File: config.mk
export PLATFORM = sky130hd
export DESIGN_NAME = riscv_mc_sequencer_flat
export DESIGN_NICKNAME = d
export VERILOG_FILES = /design/src/rtl/riscv_mc_sequencer_if.sv /design/src/rtl/riscv_mc_sequencer.sv /design/src/flat_wrapper.sv
export SDC_FILE = /design/constraint.sdc
export NUM_CORES = 1
export LEC_CHECK = 0
export ABC_AREA = 0
export BUFFER_PORTS_ARGS = -buffer_cell sky130_fd_sc_hd__buf_2
export CAP_MARGIN = 20
export CORE_MARGIN = 4
export CORE_UTILIZATION = 49
export CTS_BUF_LIST = sky130_fd_sc_hd__clkbuf_8
export CTS_CLUSTER_SIZE = 14
export DETAILED_ROUTE_END_ITERATION = 10
export PLACE_DENSITY_LB_ADDON = 0.15
export RECOVER_POWER = 25
export SYNTH_ARGS = -nofsm -noshare
export SYNTH_HDL_FRONTEND = slang
export SYNTH_SLANG_ARGS = --single-unit
export TNS_END_PERCENT = 30
File: constraint.sdc
create_clock -name clk -period 3 [get_ports clk]
set_input_delay 0.75 -clock clk [delete_from_list [all_inputs] [get_ports clk]]
set_output_delay 0.75 -clock clk [all_outputs]
set_load 0.1 [all_outputs]
File: src/rtl/riscv_mc_sequencer_if.sv
// Memory-side handshake bundle for the multi-cycle sequencer:
// instruction fetch port and data access port.
interface riscv_mc_sequencer_if #(
  parameter int XLEN = 32
);
  logic            imem_req;
  logic [XLEN-1:0] imem_addr;
  logic            imem_rvalid;
  logic [31:0]     imem_rdata;
  logic            dmem_req;
  logic            dmem_we;
  logic            dmem_rvalid;

  modport master (
    output imem_req,
    output imem_addr,
    input  imem_rvalid,
    input  imem_rdata,
    output dmem_req,
    output dmem_we,
    input  dmem_rvalid
  );

  modport slave (
    input  imem_req,
    input  imem_addr,
    output imem_rvalid,
    output imem_rdata,
    input  dmem_req,
    input  dmem_we,
    output dmem_rvalid
  );
endinterface

File: src/rtl/riscv_mc_sequencer.sv
// Multi-cycle RV32I sequencer: owns PC, IR and retire count,
// steps IFETCH/EXEC/MEM/WB over variable-latency memories.
module riscv_mc_sequencer #(
  parameter int              XLEN     = 32,
  parameter logic [XLEN-1:0] RESET_PC = '0,
  parameter int              CNT_W    = 32,
  parameter int              TIMEOUT  = 255
) (
  input  logic                 clk,
  input  logic                 rst,
  riscv_mc_sequencer_if.master mem,
  output logic [31:0]          instruction,
  input  logic                 dec_load,
  input  logic                 dec_store,
  input  logic                 dec_reg_wr,
  input  logic                 dec_illegal,
  input  logic [XLEN-1:0]      next_pc,
  output logic [XLEN-1:0]      pc,
  output logic                 reg_wr_en,
  output logic [CNT_W-1:0]     instret,
  output logic                 halted,
  output logic [1:0]           halt_cause
);

  localparam logic [31:0] NOP = 32'h0000_0013;

  // wait_q counts ack-less cycles; the TIMEOUT-th one halts
  localparam int WAIT_W =
    (TIMEOUT > 1) ? $clog2(TIMEOUT) : 1;
  localparam logic [WAIT_W-1:0] WAIT_LAST =
    WAIT_W'((TIMEOUT > 0) ? TIMEOUT - 1 : 0);

  localparam logic [1:0] C_NONE  = 2'd0;
  localparam logic [1:0] C_ILL   = 2'd1;
  localparam logic [1:0] C_TMO   = 2'd2;
  localparam logic [1:0] C_ALIGN = 2'd3;

  typedef enum logic [2:0] {
    S_IDLE,
    S_IFETCH,
    S_EXEC,
    S_MEM,
    S_WB,
    S_HALT
  } state_t;

  state_t            state_q;
  state_t            state_d;
  logic [WAIT_W-1:0] wait_q;
  logic [WAIT_W-1:0] wait_d;
  logic [XLEN-1:0]   pc_d;
  logic [31:0]       ir_d;
  logic [CNT_W-1:0]  instret_d;
  logic [1:0]        cause_d;
  logic              waiting;
  logic              pc_ok;
  logic              is_mem;

  assign pc_ok  = (next_pc[1:0] == 2'b00);
  assign is_mem = dec_load | dec_store;

  always_comb begin
    state_d   = state_q;
    wait_d    = wait_q;
    pc_d      = pc;
    ir_d      = instruction;
    instret_d = instret;
    cause_d   = halt_cause;
    waiting   = 1'b0;

    unique case (state_q)
      S_IDLE: begin
        state_d = S_IFETCH;
        wait_d  = '0;
      end
      S_IFETCH: begin
        if (mem.imem_rvalid) begin
          ir_d    = mem.imem_rdata;
          state_d = S_EXEC;
        end else begin
          waiting = 1'b1;
        end
      end
      S_EXEC: begin
        unique case (1'b1)
          dec_illegal: begin
            state_d = S_HALT;
            cause_d = C_ILL;
          end
          is_mem: begin
            state_d = S_MEM;
            wait_d  = '0;
          end
          default: state_d = S_WB;
        endcase
      end
      S_MEM: begin
        if (mem.dmem_rvalid) begin
          state_d = S_WB;
        end else begin
          waiting = 1'b1;
        end
      end
      S_WB: begin
        if (!pc_ok) begin
          state_d = S_HALT;
          cause_d = C_ALIGN;
        end else begin
          pc_d      = next_pc;
          instret_d = instret + CNT_W'(1);
          state_d   = S_IFETCH;
          wait_d    = '0;
        end
      end
      S_HALT: state_d = S_HALT;
      default: state_d = S_IDLE;
    endcase

    // an ack always wins, so this only runs on ack-less cycles
    if (waiting && TIMEOUT != 0) begin
      if (wait_q == WAIT_LAST) begin
        state_d = S_HALT;
        cause_d = C_TMO;
      end else begin
        wait_d = wait_q + WAIT_W'(1);
      end
    end
  end

  always_ff @(posedge clk) begin
    if (rst) begin
      state_q     <= S_IDLE;
      wait_q      <= '0;
      pc          <= RESET_PC;
      instruction <= NOP;
      instret     <= '0;
      halt_cause  <= C_NONE;
    end else begin
      state_q     <= state_d;
      wait_q      <= wait_d;
      pc          <= pc_d;
      instruction <= ir_d;
      instret     <= instret_d;
      halt_cause  <= cause_d;
    end
  end

  assign mem.imem_req  = (state_q == S_IFETCH);
  assign mem.imem_addr = pc;
  assign mem.dmem_req  = (state_q == S_MEM);
  assign mem.dmem_we   = (state_q == S_MEM) & dec_store;
  assign halted        = (state_q == S_HALT);
  assign reg_wr_en     =
    (state_q == S_WB) & dec_reg_wr & pc_ok;

endmodule

File: src/flat_wrapper.sv
// flat-port wrapper written by rule: the top's interface ports become plain ports
module riscv_mc_sequencer_flat 
#(
  parameter int              XLEN     = 32,
  parameter logic [XLEN-1:0] RESET_PC = '0,
  parameter int              CNT_W    = 32,
  parameter int              TIMEOUT  = 255
)
  (clk, rst, instruction, dec_load, dec_store, dec_reg_wr, dec_illegal, next_pc, pc, reg_wr_en, instret, halted, halt_cause, mem_imem_req, mem_imem_addr, mem_imem_rvalid, mem_imem_rdata, mem_dmem_req, mem_dmem_we, mem_dmem_rvalid);
  riscv_mc_sequencer_if #(.XLEN(XLEN)) mem_i ();
  input  logic clk;
  input  logic rst;
  output logic [31:0] instruction;
  input  logic dec_load;
  input  logic dec_store;
  input  logic dec_reg_wr;
  input  logic dec_illegal;
  input  logic [XLEN-1:0] next_pc;
  output logic [XLEN-1:0] pc;
  output logic reg_wr_en;
  output logic [CNT_W-1:0] instret;
  output logic halted;
  output logic [1:0] halt_cause;
  output wire logic [$bits(mem_i.imem_req)-1:0] mem_imem_req;
  output wire logic [$bits(mem_i.imem_addr)-1:0] mem_imem_addr;
  input wire logic [$bits(mem_i.imem_rvalid)-1:0] mem_imem_rvalid;
  input wire logic [$bits(mem_i.imem_rdata)-1:0] mem_imem_rdata;
  output wire logic [$bits(mem_i.dmem_req)-1:0] mem_dmem_req;
  output wire logic [$bits(mem_i.dmem_we)-1:0] mem_dmem_we;
  input wire logic [$bits(mem_i.dmem_rvalid)-1:0] mem_dmem_rvalid;
  assign mem_imem_req = mem_i.imem_req;
  assign mem_imem_addr = mem_i.imem_addr;
  assign mem_i.imem_rvalid = mem_imem_rvalid;
  assign mem_i.imem_rdata = mem_imem_rdata;
  assign mem_dmem_req = mem_i.dmem_req;
  assign mem_dmem_we = mem_i.dmem_we;
  assign mem_i.dmem_rvalid = mem_dmem_rvalid;
  riscv_mc_sequencer #(.XLEN(XLEN), .RESET_PC(RESET_PC), .CNT_W(CNT_W), .TIMEOUT(TIMEOUT)) u_core (.clk(clk), .rst(rst), .mem(mem_i), .instruction(instruction), .dec_load(dec_load), .dec_store(dec_store), .dec_reg_wr(dec_reg_wr), .dec_illegal(dec_illegal), .next_pc(next_pc), .pc(pc), .reg_wr_en(reg_wr_en), .instret(instret), .halted(halted), .halt_cause(halt_cause));
endmodule
==> summary.md <==
| Metric | Value |
|---|---|
| Nets | 807 |
| DR vias/cell | 5.19 |
| H-tree levels | 3 |
| Synth Warn # | 0 |
| Final Slew Violations | 0 |
| Vias in the first global route | 4,066 |
| Initial antenna violation count | 0 |
| Die Width | 105 um |
| Static Leakage | 2.50 nW |
| CORE AREA | 0.00920 sq mm |
| Finish-stage setup viols | 0 |
| Setup WS post-layout | 0.356 ns |
| F_max | 0.378 GHz |
| Largest net degree at the start of global routing | 65 |
| Peak VDD IR | 0.292 mV |
| # port buffers | 206 |
| Commonest cells post-synth | 145 x nand2_1, 109 x dfxtp_1, 71 x a21oi_1, 42 x nor2_1, 32 x buf_4 |
| WHS Endpoint | u_core.instruction[19]$_SDFFE_PP0P_ |
| Startpoint of the worst hold path | u_core.instruction[19]$_SDFFE_PP0P_ |
| Prevailing post-synth register cell | dfxtp_1 |
| Cell Chain, Critical Path | buf_2 > or2_0 > nor3_1 > and2_1 > buf_12 |
| TritonCTS clock tree | done |
| Part of the cycle the worst path needs | 0.881 |
| Slowest CP cell | or2_0 |
| Setup Skew | 0.0125 ns |
| Number of synthesized flops with an enable pin | 0 |
| Non-filler instance count after layout | 848 |
| Met2 Use GR | 0.371 |
| # placed instances | 832 |
| Most used routing layer in global routing | met2 |
| Synth top area cells | dfxtp_1 47%, nand2_1 12%, a21oi_1 7.7%, buf_4 5.2%, xor2_1 4.5% |
| Die area | 0.0111 sq mm |
| Unique masters post-synth | 43 |
| Multi-input logic area | 0.00204 sq mm |
| Share of flip-flops with an asynchronous set or reset | 0 |
| Initial drt markers | 258 |
| Reg-to-reg critical path startpoint | u_core.state_q[0]$_SDFF_PP0_ |
| PnR Total Power | 2.94 mW |
| Crit. End Element | output pin |
| Worst-path fanout max | 6 |
| GP Congestion | 0.916 |
| I/O Pins | 207 |
| CP Data Required Time | 2.25 ns |
| Pre-CTS setup slack | 0.469 ns |
| Area leader, netlist | dfxtp_1 |
| Post-CTS setup buffers | 0 |
| Critical path type | input pin to output pin |
| Met1 Usage GRT | 0.260 |
| Vias | 4,402 |
| Pre-Repair DR Iteration Count | 4 |
| Row count | 35 |
| Hold Fails Final Rpt | 0 |
| Rel. slew slack | 0.119 |
| Syn Inst Count | 572 |
| First-pass GRT wire length | 19.6 mm |
| Storage element area | 0.00218 sq mm |
| R2R Setup Slk | 0.45 ns |
| Startpoint Class | input pin |
| CTS Sinks | 109 |
| R2R cell count | 6 |
| GRT overflow | 0 |
| CTS Buf Count | 9 |
| Post-Syn Area | 0.00463 sq mm |
| Post-DP HPWL | 8.99 mm |
| Fillers | 877 |
| Drt total wl | 12.2 mm |
| Initial cell density of the core | 0.503 |
| Minimum clock period | 2.64 ns |
| Worst hold stages | 2 |
| Post-synthesis sequential area ratio | 0.472 |
| Core Util, Final | 0.616 |
| DRC violations left | 0 |
| Status | completed |
| Clk root buf | clkbuf_8 |
| Setup tns final | 0 ns |
| Area Growth Syn to Fin | 22.4% |
| Worst slew pin tran | 1.32 ns |
| R2r endpoint | u_core.instruction[24]$_SDFFE_PP0P_ |
| Max_cap viols | 0 |
| DRT antenna net count | 0 |
| Layout cells sized above 1 | 0.284 |
| Clock slew at reported path FFs | 0.10 ns |
| RSZ-0062 raised after global routing | no |
| Die span in y | 105 um |
| # diodes | 0 |
| Synthesis-stage register bit count | 109 |
| Total track usage | 0.215 |
| Deepest clock path buffer count | 2 |
| Clock Latency Late Sink | 0.35 ns |
| CP max stage delay | 0.32 ns |
| GR Util met3 | 0.0463 |
| CTS resizes | 0 |
| Mean post-synth cell area | 8.09 sq um |
| Hold_buf cts | 0 |
| Mapped Nets | 647 |
| Min-delay worst type | flop to flop |
| WP data arrival | 1.89 ns |
| Top-count cell post-synth | nand2_1 |
| Wire per inst | 14.4 um |
| Post-synth top area share | 0.472 |
| PD cells | 519 mW/mm^2 |
==> cell type report <==
type / count / share of cell area
flip-flops and latches: 109 / 0.385
multi-input cells: 396 / 0.361
repair buffers: 213 / 0.191
well taps: 111 / 0.0245
clock buffers: 9 / 0.0219
clock inverters: 7 / 0.0148
inverters: 3 / 0.00199
==> state kept, by name, summed over array words and instances (netlist names) <==
register	count
u_core.instruction	32
u_core.state_q	3
u_core.wait_q	8
u_core.mem.imem_addr	32
u_core.instret	32
u_core.halt_cause	2
==> report_power, final <==
group          total, mW  switching [mW]  leakage, nW  internal, mW
registers           1.51          0.0286        0.881          1.48
logic              0.495           0.398         1.51        0.0977
clock network      0.930           0.469        0.113         0.461
==> how the worst max path moves through the flow <==
| stage | startpoint | slack [ns] | to | depth (start not counted) |
|---|---|---|---|---|
| 3_3_place_gp | next_pc[0] | 0.47 | reg_wr_en | 5 |
| 3_5_place_dp | next_pc[0] | 0.47 | reg_wr_en | 5 |
| 5_1_grt | u_core.state_q[0]$_SDFF_PP0_ | 0.21 | u_core.instruction[22]$_SDFFE_PP0P_ | 6 |
| 6_report | next_pc[0] | 0.36 | reg_wr_en | 5 |
| 2_1_floorplan | next_pc[0] | -0.28 | reg_wr_en | 5 |
| 4_1_cts | u_core.state_q[0]$_SDFF_PP0_ | 0.31 | mem_dmem_we | 3 |
==> metal layers <==
layer / share of wire / vias up
met5: 0 / -
met4: 0.030 / 0
met3: 0.063 / 26
met2: 0.49 / 162
met1: 0.42 / 2017
li1: - / 2197
==> layout by cell type (no fill, tap or decap), types with 5 or more instances in the layout <==
master,instances
nand4_1,20
clkbuf_1,23
xor2_1,24
buf_2,183
nor3_1,9
nand3_1,14
o21ai_0,9
dfxtp_1,109
inv_1,6
a21oi_1,71
nand2_1,145
clkbuf_8,9
nor2_1,42
buf_4,5
or3_1,6
and3_1,5
nor3b_1,6
==> stage by stage <==
step	hold slack, ns	area [sq um]
2_1_floorplan	0.486	4630
3_3_place_gp	0.438	5520
3_5_place_dp	0.446	5520
4_1_cts	0.461	5730
5_1_grt	0.480	5660
6_report	0.461	5660
==> worst max-delay path: cells and delay by family <==
| family | cells | cell delay, ns |
|---|---|---|
| buffers and inverters | 2 | 0.29 |
| AND/OR/NAND/NOR | 3 | 0.84 |
==> logic make-up after synthesis <==
group           synth area share
simple gates               0.276
compound gates             0.101
fa+ha+maj                0.00811
buf+inv                   0.0827
mux                      0.00946
flops                      0.472
xor+xnor                  0.0511
No activity file was read; power rests on OpenSTA's default activity.
